[config.mk]
export PLATFORM = sky130hd
export DESIGN_NAME = add_sub_pipe
export DESIGN_NICKNAME = d
export VERILOG_FILES = /design/src/rtl/add_sub_pkg.sv /design/src/rtl/add_chunk.sv /design/src/rtl/add_sub_pipe.sv
export SDC_FILE = /design/constraint.sdc
export NUM_CORES = 1
export LEC_CHECK = 0
export CELL_PAD_IN_SITES_DETAIL_PLACEMENT = 2
export CELL_PAD_IN_SITES_GLOBAL_PLACEMENT = 2
export CORE_MARGIN = 5
export CORE_UTILIZATION = 33
export CTS_CLUSTER_DIAMETER = 30
export DETAILED_ROUTE_END_ITERATION = 16
export GPL_ROUTABILITY_DRIVEN = 0
export PLACE_DENSITY = 0.84
export SLEW_MARGIN = 30
export SYNTH_ARGS = -nofsm -noshare
export SYNTH_HDL_FRONTEND = slang
export SYNTH_SLANG_ARGS = --single-unit
[constraint.sdc]
create_clock -name clk -period 6.46 [get_ports clk]
set_input_delay 1.292 -clock clk [delete_from_list [all_inputs] [get_ports clk]]
set_output_delay 1.292 -clock clk [all_outputs]
set_load 0.01 [all_outputs]
[src/rtl/add_sub_pkg.sv]
// Shared definitions for the pipelined adder/subtractor: chunk sizing, the
// configuration legality rule and the per-stage flag record.
package add_sub_pkg;

  function automatic int chunk_w(input int n, input int stages);
    return n / stages;
  endfunction

  // Legal configurations split N into 1..N equal chunks.
  function automatic bit cfg_ok(input int n, input int stages);
    return (stages >= 1) && (stages <= n) && ((n % stages) == 0);
  endfunction

  typedef struct packed {
    logic carry;  // carry into the next chunk; carry out of bit N-1 at the last stage
    logic zero;   // AND of the per-chunk zero bits completed so far
    logic c_msb;  // carry into the top bit of this stage's chunk
  } stage_flags_t;

endpackage

[src/rtl/add_chunk.sv]
// Combinational W-bit ripple-carry slice built from full adders; also exposes
// the carry into its top bit for signed-overflow detection.
module add_chunk
  import add_sub_pkg::*;
#(
  parameter int W = 8
) (
  input  logic [W-1:0] a,
  input  logic [W-1:0] b,
  input  logic         cin,
  output logic [W-1:0] s,
  output logic         cout,
  output logic         c_msb
);

  logic [W:0] c;

  always_comb begin
    c    = '0;
    s    = '0;
    c[0] = cin;
    for (int i = 0; i < W; i++) begin
      s[i]     = a[i] ^ b[i] ^ c[i];
      c[i + 1] = (a[i] & b[i]) | (c[i] & (a[i] ^ b[i]));
    end
  end

  assign cout  = c[W];
  assign c_msb = c[W - 1];

endmodule

[src/rtl/add_sub_pipe.sv]
// Pipelined N-bit adder/subtractor: one W-bit chunk per stage with the
// inter-chunk carry registered, valid/ready on both sides.
module add_sub_pipe
  import add_sub_pkg::*;
#(
  parameter int N      = 32,
  parameter int STAGES = 4
) (
  input  logic         clk,
  input  logic         rst,
  input  logic         in_valid,
  output logic         in_ready,
  input  logic [N-1:0] a,
  input  logic [N-1:0] b,
  input  logic         cin,
  input  logic         sub,
  output logic         out_valid,
  input  logic         out_ready,
  output logic [N-1:0] s,
  output logic         cout,
  output logic         ovf,
  output logic         zero
);

  localparam int W = chunk_w(N, STAGES);

  if (!cfg_ok(N, STAGES)) begin : g_bad_cfg
    $error("add_sub_pipe: STAGES must lie in 1..N and divide N exactly");
  end

  // Handshake: a beat moves on either side only in a cycle where valid and
  // ready are both high; valid never waits on ready, and a stage refills
  // whenever it is empty or its successor is taking its beat.
  logic [STAGES:0]   rdy;
  logic [STAGES-1:0] v_q, v_d, src_v, src_z;

  logic [N-1:0]  a_q [STAGES];
  logic [N-1:0]  a_d [STAGES];
  logic [N-1:0]  bp_q [STAGES];
  logic [N-1:0]  bp_d [STAGES];
  logic [N-1:0]  res_q [STAGES];
  logic [N-1:0]  res_d [STAGES];
  stage_flags_t  fl_q [STAGES];
  stage_flags_t  fl_d [STAGES];

  logic [N-1:0]  src_a [STAGES];
  logic [N-1:0]  src_b [STAGES];
  logic [N-1:0]  src_res [STAGES];

  logic [STAGES-1:0][W-1:0] ch_a, ch_b, ch_s;
  logic [STAGES-1:0]        ch_c, ch_co, ch_cm;

  always_comb begin : ready_chain
    logic r;
    r           = out_ready;
    rdy         = '0;
    rdy[STAGES] = r;
    for (int k = STAGES - 1; k >= 0; k--) begin
      r      = !v_q[k] || r;
      rdy[k] = r;
    end
  end

  // Stage 0 takes the ports; the operand is complemented once on entry so
  // later stages only ever add.
  always_comb begin : stage_inputs
    src_a[0]   = a;
    src_b[0]   = sub ? ~b : b;
    src_res[0] = '0;
    src_z[0]   = 1'b1;
    src_v[0]   = in_valid;
    ch_c       = '0;
    ch_c[0]    = sub | cin;
    for (int k = 1; k < STAGES; k++) begin
      src_a[k]   = a_q[k - 1];
      src_b[k]   = bp_q[k - 1];
      src_res[k] = res_q[k - 1];
      src_z[k]   = fl_q[k - 1].zero;
      src_v[k]   = v_q[k - 1];
      ch_c[k]    = fl_q[k - 1].carry;
    end
    for (int k = 0; k < STAGES; k++) begin
      ch_a[k] = src_a[k][k*W +: W];
      ch_b[k] = src_b[k][k*W +: W];
    end
  end

  for (genvar k = 0; k < STAGES; k++) begin : g_chunk
    add_chunk #(.W(W)) u_chunk (
      .a     (ch_a[k]),
      .b     (ch_b[k]),
      .cin   (ch_c[k]),
      .s     (ch_s[k]),
      .cout  (ch_co[k]),
      .c_msb (ch_cm[k])
    );
  end

  always_comb begin : next_state
    v_d = v_q;
    for (int k = 0; k < STAGES; k++) begin
      a_d[k]   = a_q[k];
      bp_d[k]  = bp_q[k];
      res_d[k] = res_q[k];
      fl_d[k]  = fl_q[k];
      if (rdy[k]) begin
        v_d[k]                = src_v[k];
        a_d[k]                = src_a[k];
        bp_d[k]               = src_b[k];
        res_d[k]              = src_res[k];
        res_d[k][k*W +: W]    = ch_s[k];
        fl_d[k].carry         = ch_co[k];
        fl_d[k].zero          = src_z[k] & (ch_s[k] == '0);
        fl_d[k].c_msb         = ch_cm[k];
      end
    end
  end

  always_ff @(posedge clk or posedge rst) begin
    if (rst) begin
      v_q <= '0;
      for (int k = 0; k < STAGES; k++) begin
        a_q[k]   <= '0;
        bp_q[k]  <= '0;
        res_q[k] <= '0;
        fl_q[k]  <= '0;
      end
    end else begin
      v_q <= v_d;
      for (int k = 0; k < STAGES; k++) begin
        a_q[k]   <= a_d[k];
        bp_q[k]  <= bp_d[k];
        res_q[k] <= res_d[k];
        fl_q[k]  <= fl_d[k];
      end
    end
  end

  assign in_ready  = rdy[0];
  assign out_valid = v_q[STAGES - 1];
  assign s         = res_q[STAGES - 1];
  assign cout      = fl_q[STAGES - 1].carry;
  assign ovf       = fl_q[STAGES - 1].carry ^ fl_q[STAGES - 1].c_msb;
  assign zero      = fl_q[STAGES - 1].zero;

endmodule
==> results of run 1 <==
## where the power goes
part           total, mW  switching, mW  internal [mW]  leakage [nW]
Sequential          1.73          0.212           1.52          2.25
Combinational       1.04          0.522          0.515          2.00
Clock              0.990          0.479          0.511         0.269
## state kept, by name, indices dropped and copies added, names as in the netlist
signal and flops:
fl_q 4, bp_q 48, v_q 4, ch_c 3, cout 1, zero 1
a_q 48, s 32, res_q 48
## cell families (layout without fill, tap and decap cells)
group,count (synthesis),count (layout),share of synthesized area (%)
AND/OR/NAND/NOR,290,290,14.2
flip-flops,189,189,56.6
buffers and inverters,104,180,6.50
multiplexers,64,64,8.62
AO/OA/AOI/OAI,49,49,2.93
XOR/XNOR,33,33,3.46
adder cells (fa/ha/maj),32,32,7.66
## final timing paths
check	from	endpoint	slack [ps]	depth (start not counted)
worst max-delay path	b[0]	fl_q[10]	1220	17
worst min-delay path	s[30]	s[30]	470	2
worst max register to register	a_q[80]	fl_q[4]	2310	14
worst min register to register	s[30]	s[30]	470	2
max in group asynchronous	rst	res_q[40]	3910	3
min in group asynchronous	rst	s[21]	1380	2
## cell type report
type	count	area [um2]	area share, %
sequential	189	4730	47.1
multi-input combinational	468	3090	30.8
timing repair buffer	116	1130	11.3
clock buffer	18	439	4.37
tap	330	413	4.11
inverter	32	128	1.27
clock inverter	14	111	1.11
## Yosys cell counts, drive strengths merged
cell	count
a21oi	10
and2	1
and4b	1
buf	44
clkbuf	28
dfrtp	189
fa	32
inv	32
mux2	64
nand2	229
nand2b	5
nand3	31
nand3b	1
nand4	1
nand4b	2
nor2	11
nor2b	1
nor3b	1
nor4	4
o21ai	39
or2	1
or4	1
xnor2	29
xor2	4
## per-layer routing
| metal | vias to the layer above | track usage [%] |
|---|---|---|
| li1 | 2505 | - |
| met1 | 2801 | 19.9 |
| met2 | 90 | 26.5 |
| met3 | 14 | 3.14 |
| met4 | 0 | 3.75 |
| met5 | - | 0 |
## stage by stage
stage / worst slack (ps) / area [um2] / utilization [%] / hold WS, ps / cells
after floorplan: 25.9 / 8360 / - / 433 / 761
after global placement: 915 / 9490 / 37.9 / 447 / 1135
after detailed placement: 734 / 9490 / 37.9 / 459 / 1135
after CTS: 1180 / 10000 / 40.1 / 476 / 1167
after global routing: 1010 / 10000 / 40.1 / 494 / 1167
final: 1220 / 10000 / 40.1 / 469 / 1167
## worst reg2reg max path, cell delays in order (launching register included)
cell	delay [ps]
dfrtp_1	410
fa_1	480
fa_1	400
fa_1	390
fa_1	380
inv_1	80
fa_1	150
inv_1	50
fa_1	380
fa_1	390
inv_1	80
fa_1	440
nand3_1	110
nor4_1	50
mux2_2	260
==> flow_metrics.py, run 1 <==
metrics = {
    "critical_path": {
        "critical_path_class": "in2reg",
        "worstPathRequired_ps": 6820,
        "crit_arrival_ps": 5610,
        "crit_fanout": 2,
        "critPathCaptureType": "flop",
        "cpLargestDelayFamily": "adder cells",
        "critPathLaunchType": "input port",
        "crit_slowest_cell": "clkdlybuf4s50_1",
        "crit_top_cell": "fa_1",
        "crit_chain": "clkdlybuf4s50_1 -> xor2_1 -> fa_1 -> inv_1 -> fa_1 -> fa_1 -> fa_1 -> inv_1 -> fa_1 -> inv_1 -> fa_1 -> fa_1 -> inv_1 -> fa_1 -> nand4b_1 -> nor4_1 -> mux2_1",
        "critPathBufInv": 5,
        "slowest_delay_ps": 480,
    },
    "place": {
        "dp_hpwl_mm": 14.5,
        "port-buffer-count": 106,
    },
    "logic_synthesis": {
        "yosys_register_bits": 189,
        "syn_area_mm2": 0.00836,
        "synth.distinct_cells": 29,
        "yosysTopAreaCellShare_pct": 56.6,
        "ys_warn_count": 0,
        "ys_top_cells_by_area": "dfrtp_1, nand2_1, fa_1",
        "synth_area_per_cell_um2": 11.0,
        "synth_area_leader_cell": "dfrtp_1",
        "synth_cells": 761,
        "syn_nets": 863,
        "ys_seq_area_share_pct": 56.6,
    },
    "clock_network": {
        "ctsLongestPathBuffers": 2,
        "clk_pin_slew_ps": 70,
        "cts_tree": "yes",
        "ctsHoldBuffers": 0,
        "cts-buffers-inserted": 17,
        "cts_root_buffer": "clkbuf_16",
        "cts-resized-gates": 0,
        "clk_latency_ps": 430,
        "cts_setup_buffers": 0,
        "htree_levels": 4,
        "cts_sinks": 189,
    },
    "power_and_ir_drop": {
        "power.leakage_nw": 4.51,
        "power_mw": 3.75,
        "powerDensity_mw_per_mm2": 374,
        "ir_drop_v": 0.000201,
    },
    "timing": {
        "setup_viol": 0,
        "period_share_pct": 81.2,
        "finClkSkew_ps": 12.9,
        "fin_setup_tns_ps": 0,
        "slew_headroom_pct": 46.7,
        "hold_violations": 0,
        "worstMarginPinSlew_ps": 799,
        "fmax_mhz": 191,
        "slew_violations": 0,
        "rsz0062_at_grt": "false",
        "min_period_ps": 5240,
    },
    "final_layout": {
        "antenna_cells": 0,
        "drive_above_1_share_pct": 10.3,
        "final_net_count": 926,
        "areaGrowthSynthToFinish_pct": 20.1,
        "nFillCells": 2635,
        "final_common_cell": "nand2_1",
        "final_cell_mix": "nand2_1, dfrtp_1, clkdlybuf4s50_1, o21ai_0, mux2_2",
    },
    "detailed_routing": {
        "vias": 5410,
        "met3WireLength_um": 629,
        "wl_met2_mm": 10.6,
        "ant_nets": 0,
        "dr.max_layer_used": "met4",
        "vias_per_cell": 4.64,
        "first_iter_violations": 209,
        "drcViolationCount": 0,
        "wl_mm": 21.1,
        "wl_per_cell_um": 18.1,
        "drt_first_pass_iters": 4,
        "drt-met1-wl_mm": 9.58,
    },
    "global_routing": {
        "grt_antenna_before_repair": 0,
        "first_global_vias": 6243,
        "grt_pass1_wl_mm": 34.8,
        "grtUsageTotal_pct": 15.3,
        "grt_start_max_net_pins": 94,
        "overflow": 0,
    },
    "die": {
        "initial_core_util_pct": 33.4,
        "chipWidth_um": 169,
        "fp.dieH_um": 169,
        "ioPinCount": 107,
        "placementRows": 58,
        "core-area_mm2": 0.0250,
        "die-area_mm2": 0.0286,
    },
    "min_path": {
        "min_path_type": "reg2reg",
    },
    "outcome": {
        "status": "finished, final reports clean",
    },
    "flow_run": {
        "cap_violations": 0,
    },
}
Power figures use the tool's default switching activity.
==> inputs of run 2 (changes only) <==
clock period = 4.27 ns   (was 6.46 ns; I/O delays follow)
==> run 2 against run 1 <==
Against the previous run:
- highest routed layer unchanged
- largest cell class unchanged
- critical path depth is the same
- clock skew decreased by 1.5 ps
- flip-flop and latch count stayed put
- via count rose by 0.65%
==> flow_metrics.py, run 2 (synthesis gave the netlist of run 1 again) <==
metrics = {
    "outcome": {
        "status": "finished, final reports clean",
    },
    "clock_network": {
        "htree_levels": 4,
        "cts-buffers-inserted": 17,
        "cts_setup_buffers": 0,
        "cts_sinks": 189,
        "ctsLongestPathBuffers": 2,
        "ctsHoldBuffers": 0,
        "clk_latency_ps": 430,
        "cts_root_buffer": "clkbuf_16",
        "clk_pin_slew_ps": 70,
        "cts_tree": "yes",
    },
    "global_routing": {
        "grtUsageTotal_pct": 15.3,
        "first_global_vias": 6238,
        "use_met1_pct": 19.7,
        "grt_pass1_wl_mm": 34.7,
        "grt_antenna_before_repair": 0,
        "gr-usage-met3_pct": 3.07,
        "use_met2_pct": 26.5,
        "overflow": 0,
        "top_usage_layer": "met2",
        "grt_start_max_net_pins": 103,
    },
    "die": {
        "chipWidth_um": 169,
        "initial_core_util_pct": 33.4,
        "ioPinCount": 107,
        "die-area_mm2": 0.0286,
        "core-area_mm2": 0.0250,
        "placementRows": 58,
        "fp.dieH_um": 169,
    },
    "final_layout": {
        "final_net_count": 930,
        "areaGrowthSynthToFinish_pct": 22.0,
        "final_cell_mix": "nand2_1, dfrtp_1, clkdlybuf4s50_1, o21ai_0, mux2_2",
        "largest_registers": "a_q (48), bp_q (48), res_q (48)",
        "utilization_pct": 40.7,
        "antenna_cells": 0,
        "drive_above_1_share_pct": 12.8,
        "final_common_cell": "nand2_1",
    },
    "detailed_routing": {
        "vias_per_cell": 4.65,
        "wl_mm": 21.1,
        "wl_per_cell_um": 18.0,
        "first_iter_violations": 218,
        "vias": 5445,
        "drt_first_pass_iters": 4,
        "drcViolationCount": 0,
        "ant_nets": 0,
    },
    "timing": {
        "hold_slack_ps": 469,
        "min_period_ps": 4220,
        "rsz0062_at_grt": "true",
        "finClkSkew_ps": 11.4,
        "setup_viol": 0,
        "fin_setup_tns_ps": 0,
        "worstMarginPinSlew_ps": 832,
        "hold_violations": 0,
        "slew_violations": 0,
        "slew_headroom_pct": 44.5,
        "period_share_pct": 98.9,
        "fmax_mhz": 237,
    },
    "critical_path": {
        "critical_path_class": "in2reg",
        "timing.rr.start": "a_q[80]",
        "crit_top_cell": "fa_2",
        "crit_arrival_ps": 4590,
        "crit_fanout": 3,
        "crit_slowest_cell": "fa_1",
        "crit_start": "sub",
        "slowest_delay_ps": 440,
        "worstPathRequired_ps": 4640,
        "critPathCaptureType": "flop",
        "crit_chain": "buf_12 -> xor2_4 -> fa_2 -> inv_2 -> fa_2 -> fa_2 -> fa_2 -> inv_2 -> fa_2 -> inv_2 -> fa_2 -> fa_2 -> inv_2 -> fa_1 -> nand4b_1 -> nor4_2 -> mux2_4",
        "critPathLaunchType": "input port",
        "regToRegSetupSlack_ps": 170,
    },
    "min_path": {
        "hold_start": "s[13]",
        "min_path_type": "reg2reg",
    },
    "place": {
        "port-buffer-count": 106,
        "dp_hpwl_mm": 14.8,
    },
    "flow_run": {
        "cap_violations": 0,
    },
    "power_and_ir_drop": {
        "powerDensity_mw_per_mm2": 565,
        "ir_drop_v": 0.000260,
        "power.leakage_nw": 4.56,
        "power_mw": 5.76,
    },
}
run 2: cell count changes in the layout (fill, tap and decap cells not counted), moves of 3 or more:
cell	before	now
clkdlybuf4s50_1	105	100
clkinv_4	4	1
clkinvlp_4	2	5
fa_1	32	23
fa_2	0	9
inv_1	30	25
inv_2	1	6
run 2: layer usage:
metal	wire, um	part of all wire [%]
met1	9230	44
met5	0	0
met3	834	4.0
met2	10700	51
met4	308	1.5
run 2: layout make-up:
cell class,instances,area (um2)
Multi-Input combinational cell,468,3150
Fill cell,2565,14800
Clock buffer,20,457
Timing Repair Buffer,120,1210
Inverter,32,124
Tap cell,330,413
Sequential cell,189,4730
Clock inverter,12,110
run 2: power breakdown:
part	switching, mW	internal (mW)	total [mW]
combinational	0.809	0.802	1.61
clock	0.697	0.839	1.54
sequential	0.315	2.29	2.61
run 2: metrics by stage:
stage,setup WS (ps),area [um2],instances
after floorplan,-285,8400,761
after global routing,-56.1,10200,1171
final,45.3,10200,1171
after global placement,-580,9540,1138
after CTS,-168,10200,1171
after detailed placement,-878,9570,1139
run 2: timing repair:
| action | 4_1_cts | 5_1_grt |
|---|---|---|
| hold endpoints to repair | 0 | 0 |
| pin swaps | 11 | 10 |
| setup endpoints to repair | 2 | 2 |
| resized for setup | 18 | 7 |
run 2: critical path: cells and delay by family:
family        cells  cell delay (ps)
fa+ha+maj         8             2650
buf+inv           5              320
mux               1              190
simple gates      2              410
xor+xnor          1              170
run 2: path summary, 6_finish.rpt:
| path | endpoint | depth (start not counted) |
|---|---|---|
| hold reg to reg | s[13] | 2 |
| max in group asynchronous | bp_q[114] | 4 |
| setup reg to reg | fl_q[4] | 14 |
| hold / removal | s[13] | 2 |
| min in group asynchronous | s[19] | 3 |
| setup / recovery | fl_q[10] | 17 |
